### config.mk
export PLATFORM = sky130hd
export DESIGN_NAME = wb_rr_arbiter
export DESIGN_NICKNAME = d
export VERILOG_FILES = /design/src/rtl/wb_rr_arbiter_pkg.sv /design/src/rtl/wb_arb_watchdog.sv /design/src/rtl/wb_rr_arbiter.sv
export SDC_FILE = /design/constraint.sdc
export NUM_CORES = 1
export LEC_CHECK = 0
export ABC_CLOCK_PERIOD_IN_PS = 3100
export BUFFER_PORTS_ARGS = -buffer_cell sky130_fd_sc_hd__buf_2
export CAP_MARGIN = 20
export CELL_PAD_IN_SITES_DETAIL_PLACEMENT = 1
export CELL_PAD_IN_SITES_GLOBAL_PLACEMENT = 1
export CORE_ASPECT_RATIO = 0.5
export CORE_UTILIZATION = 25
export DETAILED_ROUTE_END_ITERATION = 16
export PLACE_DENSITY = 0.95
export SLEW_MARGIN = 20
export SYNTH_ARGS = -nofsm -noshare
export SYNTH_HDL_FRONTEND = slang
export SYNTH_SLANG_ARGS = --single-unit
### constraint.sdc
create_clock -name i_clk -period 3.1 [get_ports i_clk]
set_input_delay 0.155 -clock i_clk [delete_from_list [all_inputs] [get_ports i_clk]]
set_output_delay 0.155 -clock i_clk [all_outputs]
set_load 0.05 [all_outputs]
### src/rtl/wb_rr_arbiter_pkg.sv
// Shared bus-width defaults, arbiter state encoding and grant helper
// for the two-master Wishbone round-robin arbiter.
package wb_rr_arbiter_pkg;

  localparam int WB_ADDR_W_DEF   = 24;
  localparam int WB_DATA_W_DEF   = 16;
  localparam int WB_SEL_BITS_DEF = 2;

  typedef enum logic [1:0] {
    ARB_IDLE = 2'd0,
    ARB_GNT0 = 2'd1,
    ARB_GNT1 = 2'd2
  } arb_state_e;

  // One-hot debug grant vector for a given arbiter state.
  function automatic logic [1:0] gnt_of(input arb_state_e s);
    case (s)
      ARB_GNT0: gnt_of = 2'b01;
      ARB_GNT1: gnt_of = 2'b10;
      default:  gnt_of = 2'b00;
    endcase
  endfunction

endpackage

### src/rtl/wb_arb_watchdog.sv
// Per-transfer watchdog: pulses tmo for one cycle when a strobe has gone
// unanswered for TIMEOUT cycles. TIMEOUT == 0 removes the counter entirely.
module wb_arb_watchdog #(
  parameter int TIMEOUT = 255
) (
  input  logic clk,
  input  logic rst_n,
  input  logic active,
  input  logic answered,
  input  logic clear,
  output logic tmo
);

  if (TIMEOUT == 0) begin : g_off
    assign tmo = 1'b0;
  end else begin : g_on
    localparam int CW = $clog2(TIMEOUT + 1);
    localparam logic [CW-1:0] LAST = CW'(TIMEOUT - 1);

    logic [CW-1:0] count_q, count_d;
    logic          tmo_q, tmo_d;

    // A response in the final cycle beats the timeout: answered is tested first.
    always_comb begin
      count_d = '0;
      tmo_d   = 1'b0;
      if (!clear && active && !answered) begin
        if (count_q == LAST) begin
          tmo_d = 1'b1;
        end else begin
          count_d = count_q + CW'(1);
        end
      end
    end

    // NOTE: sequential state uses non-blocking assignments so every flop
    // samples pre-edge values regardless of statement order.
    always_ff @(posedge clk) begin
      if (!rst_n) begin
        count_q <= '0;
        tmo_q   <= 1'b0;
      end else begin
        count_q <= count_d;
        tmo_q   <= tmo_d;
      end
    end

    assign tmo = tmo_q;
  end

endmodule

### src/rtl/wb_rr_arbiter.sv
// Two-master to one-slave Wishbone arbiter: round-robin grant locked for a
// whole bus cycle, with a watchdog that errors unanswered strobes.
module wb_rr_arbiter
  import wb_rr_arbiter_pkg::*;
#(
  parameter int WB_ADDR_W   = WB_ADDR_W_DEF,
  parameter int WB_DATA_W   = WB_DATA_W_DEF,
  parameter int WB_SEL_BITS = WB_SEL_BITS_DEF,
  parameter int TIMEOUT     = 255
) (
  input  logic                   i_clk,
  input  logic                   i_rst,

  input  logic                   m0_wb_cyc,
  input  logic                   m0_wb_stb,
  input  logic                   m0_wb_we,
  input  logic [WB_ADDR_W-1:0]   m0_wb_adr,
  input  logic [WB_DATA_W-1:0]   m0_wb_o_dat,
  input  logic [WB_SEL_BITS-1:0] m0_wb_sel,
  output logic [WB_DATA_W-1:0]   m0_wb_i_dat,
  output logic                   m0_wb_ack,
  output logic                   m0_wb_err,

  input  logic                   m1_wb_cyc,
  input  logic                   m1_wb_stb,
  input  logic                   m1_wb_we,
  input  logic [WB_ADDR_W-1:0]   m1_wb_adr,
  input  logic [WB_DATA_W-1:0]   m1_wb_o_dat,
  input  logic [WB_SEL_BITS-1:0] m1_wb_sel,
  output logic [WB_DATA_W-1:0]   m1_wb_i_dat,
  output logic                   m1_wb_ack,
  output logic                   m1_wb_err,

  output logic                   s_wb_cyc,
  output logic                   s_wb_stb,
  output logic                   s_wb_we,
  output logic [WB_ADDR_W-1:0]   s_wb_adr,
  output logic [WB_DATA_W-1:0]   s_wb_o_dat,
  output logic [WB_SEL_BITS-1:0] s_wb_sel,
  input  logic [WB_DATA_W-1:0]   s_wb_i_dat,
  input  logic                   s_wb_ack,
  input  logic                   s_wb_err,

  output logic [1:0]             o_gnt
);

  arb_state_e state_q, state_d;
  logic       last_gnt_q, last_gnt_d;
  logic [1:0] gnt_q, gnt_d;
  logic       tmo;
  logic       gnt_stb;

  // last_gnt holds the index of the master that most recently released.
  always_comb begin
    state_d    = state_q;
    last_gnt_d = last_gnt_q;
    case (state_q)
      ARB_IDLE: begin
        if (m0_wb_cyc && m1_wb_cyc) state_d = last_gnt_q ? ARB_GNT0 : ARB_GNT1;
        else if (m0_wb_cyc)         state_d = ARB_GNT0;
        else if (m1_wb_cyc)         state_d = ARB_GNT1;
      end
      ARB_GNT0: begin
        if (!m0_wb_cyc) begin
          last_gnt_d = 1'b0;
          state_d    = m1_wb_cyc ? ARB_GNT1 : ARB_IDLE;
        end
      end
      ARB_GNT1: begin
        if (!m1_wb_cyc) begin
          last_gnt_d = 1'b1;
          state_d    = m0_wb_cyc ? ARB_GNT0 : ARB_IDLE;
        end
      end
      default: state_d = ARB_IDLE;
    endcase
    gnt_d = gnt_of(state_d);
  end

  always_ff @(posedge i_clk) begin
    if (!i_rst) begin
      state_q    <= ARB_IDLE;
      last_gnt_q <= 1'b1;
      gnt_q      <= 2'b00;
    end else begin
      state_q    <= state_d;
      last_gnt_q <= last_gnt_d;
      gnt_q      <= gnt_d;
    end
  end

  assign o_gnt       = gnt_q;
  assign m0_wb_i_dat = s_wb_i_dat;
  assign m1_wb_i_dat = s_wb_i_dat;

  // NOTE: every output of this block gets a default first, so no path
  // through the case leaves a signal unassigned and no latch is inferred.
  always_comb begin
    s_wb_cyc   = 1'b0;
    s_wb_stb   = 1'b0;
    s_wb_we    = 1'b0;
    s_wb_adr   = '0;
    s_wb_o_dat = '0;
    s_wb_sel   = '0;
    m0_wb_ack  = 1'b0;
    m0_wb_err  = 1'b0;
    m1_wb_ack  = 1'b0;
    m1_wb_err  = 1'b0;
    gnt_stb    = 1'b0;
    case (state_q)
      ARB_GNT0: begin
        s_wb_cyc   = m0_wb_cyc;
        s_wb_stb   = m0_wb_stb & ~tmo;
        s_wb_we    = m0_wb_we;
        s_wb_adr   = m0_wb_adr;
        s_wb_o_dat = m0_wb_o_dat;
        s_wb_sel   = m0_wb_sel;
        m0_wb_ack  = s_wb_ack & ~tmo;
        m0_wb_err  = s_wb_err | tmo;
        gnt_stb    = m0_wb_stb;
      end
      ARB_GNT1: begin
        s_wb_cyc   = m1_wb_cyc;
        s_wb_stb   = m1_wb_stb & ~tmo;
        s_wb_we    = m1_wb_we;
        s_wb_adr   = m1_wb_adr;
        s_wb_o_dat = m1_wb_o_dat;
        s_wb_sel   = m1_wb_sel;
        m1_wb_ack  = s_wb_ack & ~tmo;
        m1_wb_err  = s_wb_err | tmo;
        gnt_stb    = m1_wb_stb;
      end
      default: ;
    endcase
  end

  // The watchdog watches the raw master strobe so a held stb keeps counting
  // through the tmo cycle and the next beat times out TIMEOUT cycles later.
  wb_arb_watchdog #(
    .TIMEOUT (TIMEOUT)
  ) u_watchdog (
    .clk      (i_clk),
    .rst_n    (i_rst),
    .active   (s_wb_cyc & gnt_stb),
    .answered (s_wb_ack | s_wb_err),
    .clear    (state_d != state_q),
    .tmo      (tmo)
  );

endmodule

==> results.cfg <==
[route]
vias = 2257
wl_um = 7550
drt.antenna.violating_nets = 0
route.detailed.vias_per_inst = 4.99
avgRoutedWirePerCell_um = 16.7
drt_pre_antenna_iters = 4
drtIter0Drc = 106
detail_route.drc_violations = 0

[finish]
num_antenna_cells = 0
final_core_util_pct = 34.6
drive_gt1_share_pct = 50.0
fillCellCount = 933
postLayoutCellArea_um2 = 2580
fin_nets = 462
synth_to_final_area_change_pct = 31.6

[clock_network]
cts-htree-levels = 1
post_cts.resized_instances = 0
post_cts_repair_timing_setup_buffer_count = 0
clkLatencyLatePin_ps = 250
clock_sinks = 14
cts_tree = built
cts.hold.buffers_added = 0
ctsRootBufferMaster = clkbuf_16
cts_max_path_buffers = 2
cts_made_buffers = 3
clk_pin_slew_worst_paths_ps = 50

[critical_path]
worst_ep_arrival_time_ps = 2280
critPathRequiredTime_ps = 2940
timing.critical_path.to_type = primary output
worstSetupStartpointType = flop
timing.reg2reg.worst_path_depth = 5
critPathKind = flop to primary output
critPathMaxFanout = 35

[global_route]
global_route.usage.total_pct = 17.4
grt_start_max_net_pins = 46
grt_pass1_wl_um = 11400
grt_antenna_before_repair = 0
grt-ovfl-total = 0
first_global_vias = 2238

[job]
timing.max_cap.violations = 0

[pwr]
switching_share_pct = 47.7
report.power.total_mw = 1.16
seq_power_share_pct = 17.6
p_leak_nw = 1.16
comb_power_share_pct = 58.2
peakVddDrop_mv = 0.183
internal-power_uw = 606
net-switching-power_uw = 552
clkPwrFrac_pct = 24.2
power_density_nw_per_um2 = 449

[die]
core_area_um2 = 7460
dieWidth_um = 127
dieArea_um2 = 8210
fp-row-count = 22
die_h_um = 64.6
design.portCount = 193
initial_utilization_pct = 26.2

[timing]
rsz0062_at_grt = false
clock-skew-final_ps = 3.92
report.final.setup_viol = 0
slew_viol_final = 0
period_minus_slack_ps = 2430
fin_setup_tns_ps = 0
setup_slack_ps = 666
finalHoldViolCount = 0
tightest_slew_ps = 720
relSlewSlack_pct = 52.0
achievable-frequency_ghz = 0.411
fin_crit_share_pct = 78.5

[place]
detailedPlace.worstSlack_ps = 915
gp_routability_congestion = 0.891
buffer_ports.inserted = 144
dpl-instance-area_um2 = 2490
place.detailed.hpwl_um = 5750

[yosys]
syn-cell-area_um2 = 1960
post_synth_most_frequent_cells = a22oi_1 (45), nor2b_1 (45), buf_4 (32), dfxtp_1 (14), clkbuf_1 (10)
avgSynthCellArea_um2 = 7.99
synth_top_area_cell = a22oi_1
yosysUniqueCellTypes = 46
synth_nets = 362
synth.area.top_cells = a22oi_1 (17%), nor2b_1 (14%), dfxtp_1 (14%), buf_4 (12%), nor4_2 (5.8%)
synth-async-reset-ratio_pct = 0
yosys.area.top_type_share_pct = 17.3
synth_cells = 245
edff_count_synth = 0
yosys_warnings = 0
synth_top_flop_cell = dfxtp_1
synth-seq-cells = 14
synth_sequential_area_ratio_pct = 14.3

[min_path]
hold_path.class = primary input to flop
hold-path-cell-count = 2

[outcome]
outcome = finished clean
path summary, 6_finish.rpt:
kind / start / to / slack [ps]
worst max register to register: state_q[0]$_SDFF_PN0_ / u_watchdog.g_on.count_q[5]$_SDFF_PP0_ / 750
worst min register to register: last_gnt_q$_SDFFE_PN1P_ / last_gnt_q$_SDFFE_PN1P_ / 580
worst max-delay path: state_q[0]$_SDFF_PN0_ / s_wb_adr[4] / 670
worst min-delay path: i_rst / last_gnt_q$_SDFFE_PN1P_ / 130
power by group through the flow:
stage,clock (mW),sequential (mW),combinational [mW]
after floorplan,0,0.214,0.601
after global placement,0,0.205,0.651
after detailed placement,0,0.206,0.666
after CTS,0.280,0.204,0.671
after global routing,0.288,0.205,0.711
final,0.281,0.204,0.674
kinds of logic (layout without fill, tap and decap cells):
group	count (synthesis)	count (layout)	synth area share, %
xor+xnor	3	3	1.34
fa+ha+maj	7	7	4.47
mux	1	1	0.511
buf+inv	55	154	18.6
flops	14	14	14.3
compound gates	66	66	26.6
simple gates	99	99	34.1
area by class of cell:
class,instances,area (um^2),share of cell area (%)
clock buffers,4,88.8,3.45
repair buffers,147,743,28.8
inverters,3,11.3,0.437
multi-input cells,176,1320,51.2
well taps,108,135,5.24
flip-flops and latches,14,280,10.9
per-layer routing:
layer	routed length, um	vias to the layer above	GRT usage, %
met4	142	0	6.25
met3	388	22	3.39
met1	2930	1109	18.5
met2	4090	72	34.4
met5	0	-	0
li1	-	1054	-
state kept, by name (all words and copies together) (netlist names):
name,cells
last_gnt_q,1
o_gnt,2
state_q,2
u_watchdog.g_on.count_q,8
u_watchdog.tmo,1
per-stage QoR:
| stage | instances | hold WS, ps |
|---|---|---|
| final | 452 | 129 |
| after global routing | 452 | 141 |
| after CTS | 452 | 129 |
| after detailed placement | 448 | 311 |
| after global placement | 448 | 311 |
| after floorplan | 245 | 235 |
worst max-delay path: stages (launching register included):
cell	delay, ps
dfxtp_1	570
ha_2	460
buf_4	400
a22oi_1	180
nor2b_1	130
buf_2	270
cells in the final DEF, fill, tap and decap left out, types with 2 or more instances in the layout:
cell | synthesis | layout
nor3b_1 | 2 | 2
nor4_2 | 9 | 9
xnor2_1 | 2 | 2
clkbuf_16 | 0 | 3
a21oi_1 | 2 | 2
a22oi_1 | 45 | 45
inv_1 | 2 | 2
ha_1 | 7 | 5
nor2_1 | 8 | 8
nor2b_1 | 45 | 45
nor3_1 | 3 | 3
dfxtp_1 | 14 | 14
nand2b_1 | 2 | 2
nand3_1 | 9 | 9
and3b_1 | 2 | 2
nand2_1 | 6 | 6
ha_2 | 0 | 2
o211ai_1 | 3 | 3
buf_4 | 32 | 3
buf_2 | 2 | 144
o21a_1 | 5 | 5
nand3b_1 | 5 | 5
o21ai_1 | 3 | 3
No activity file was read; power rests on OpenSTA's default activity.
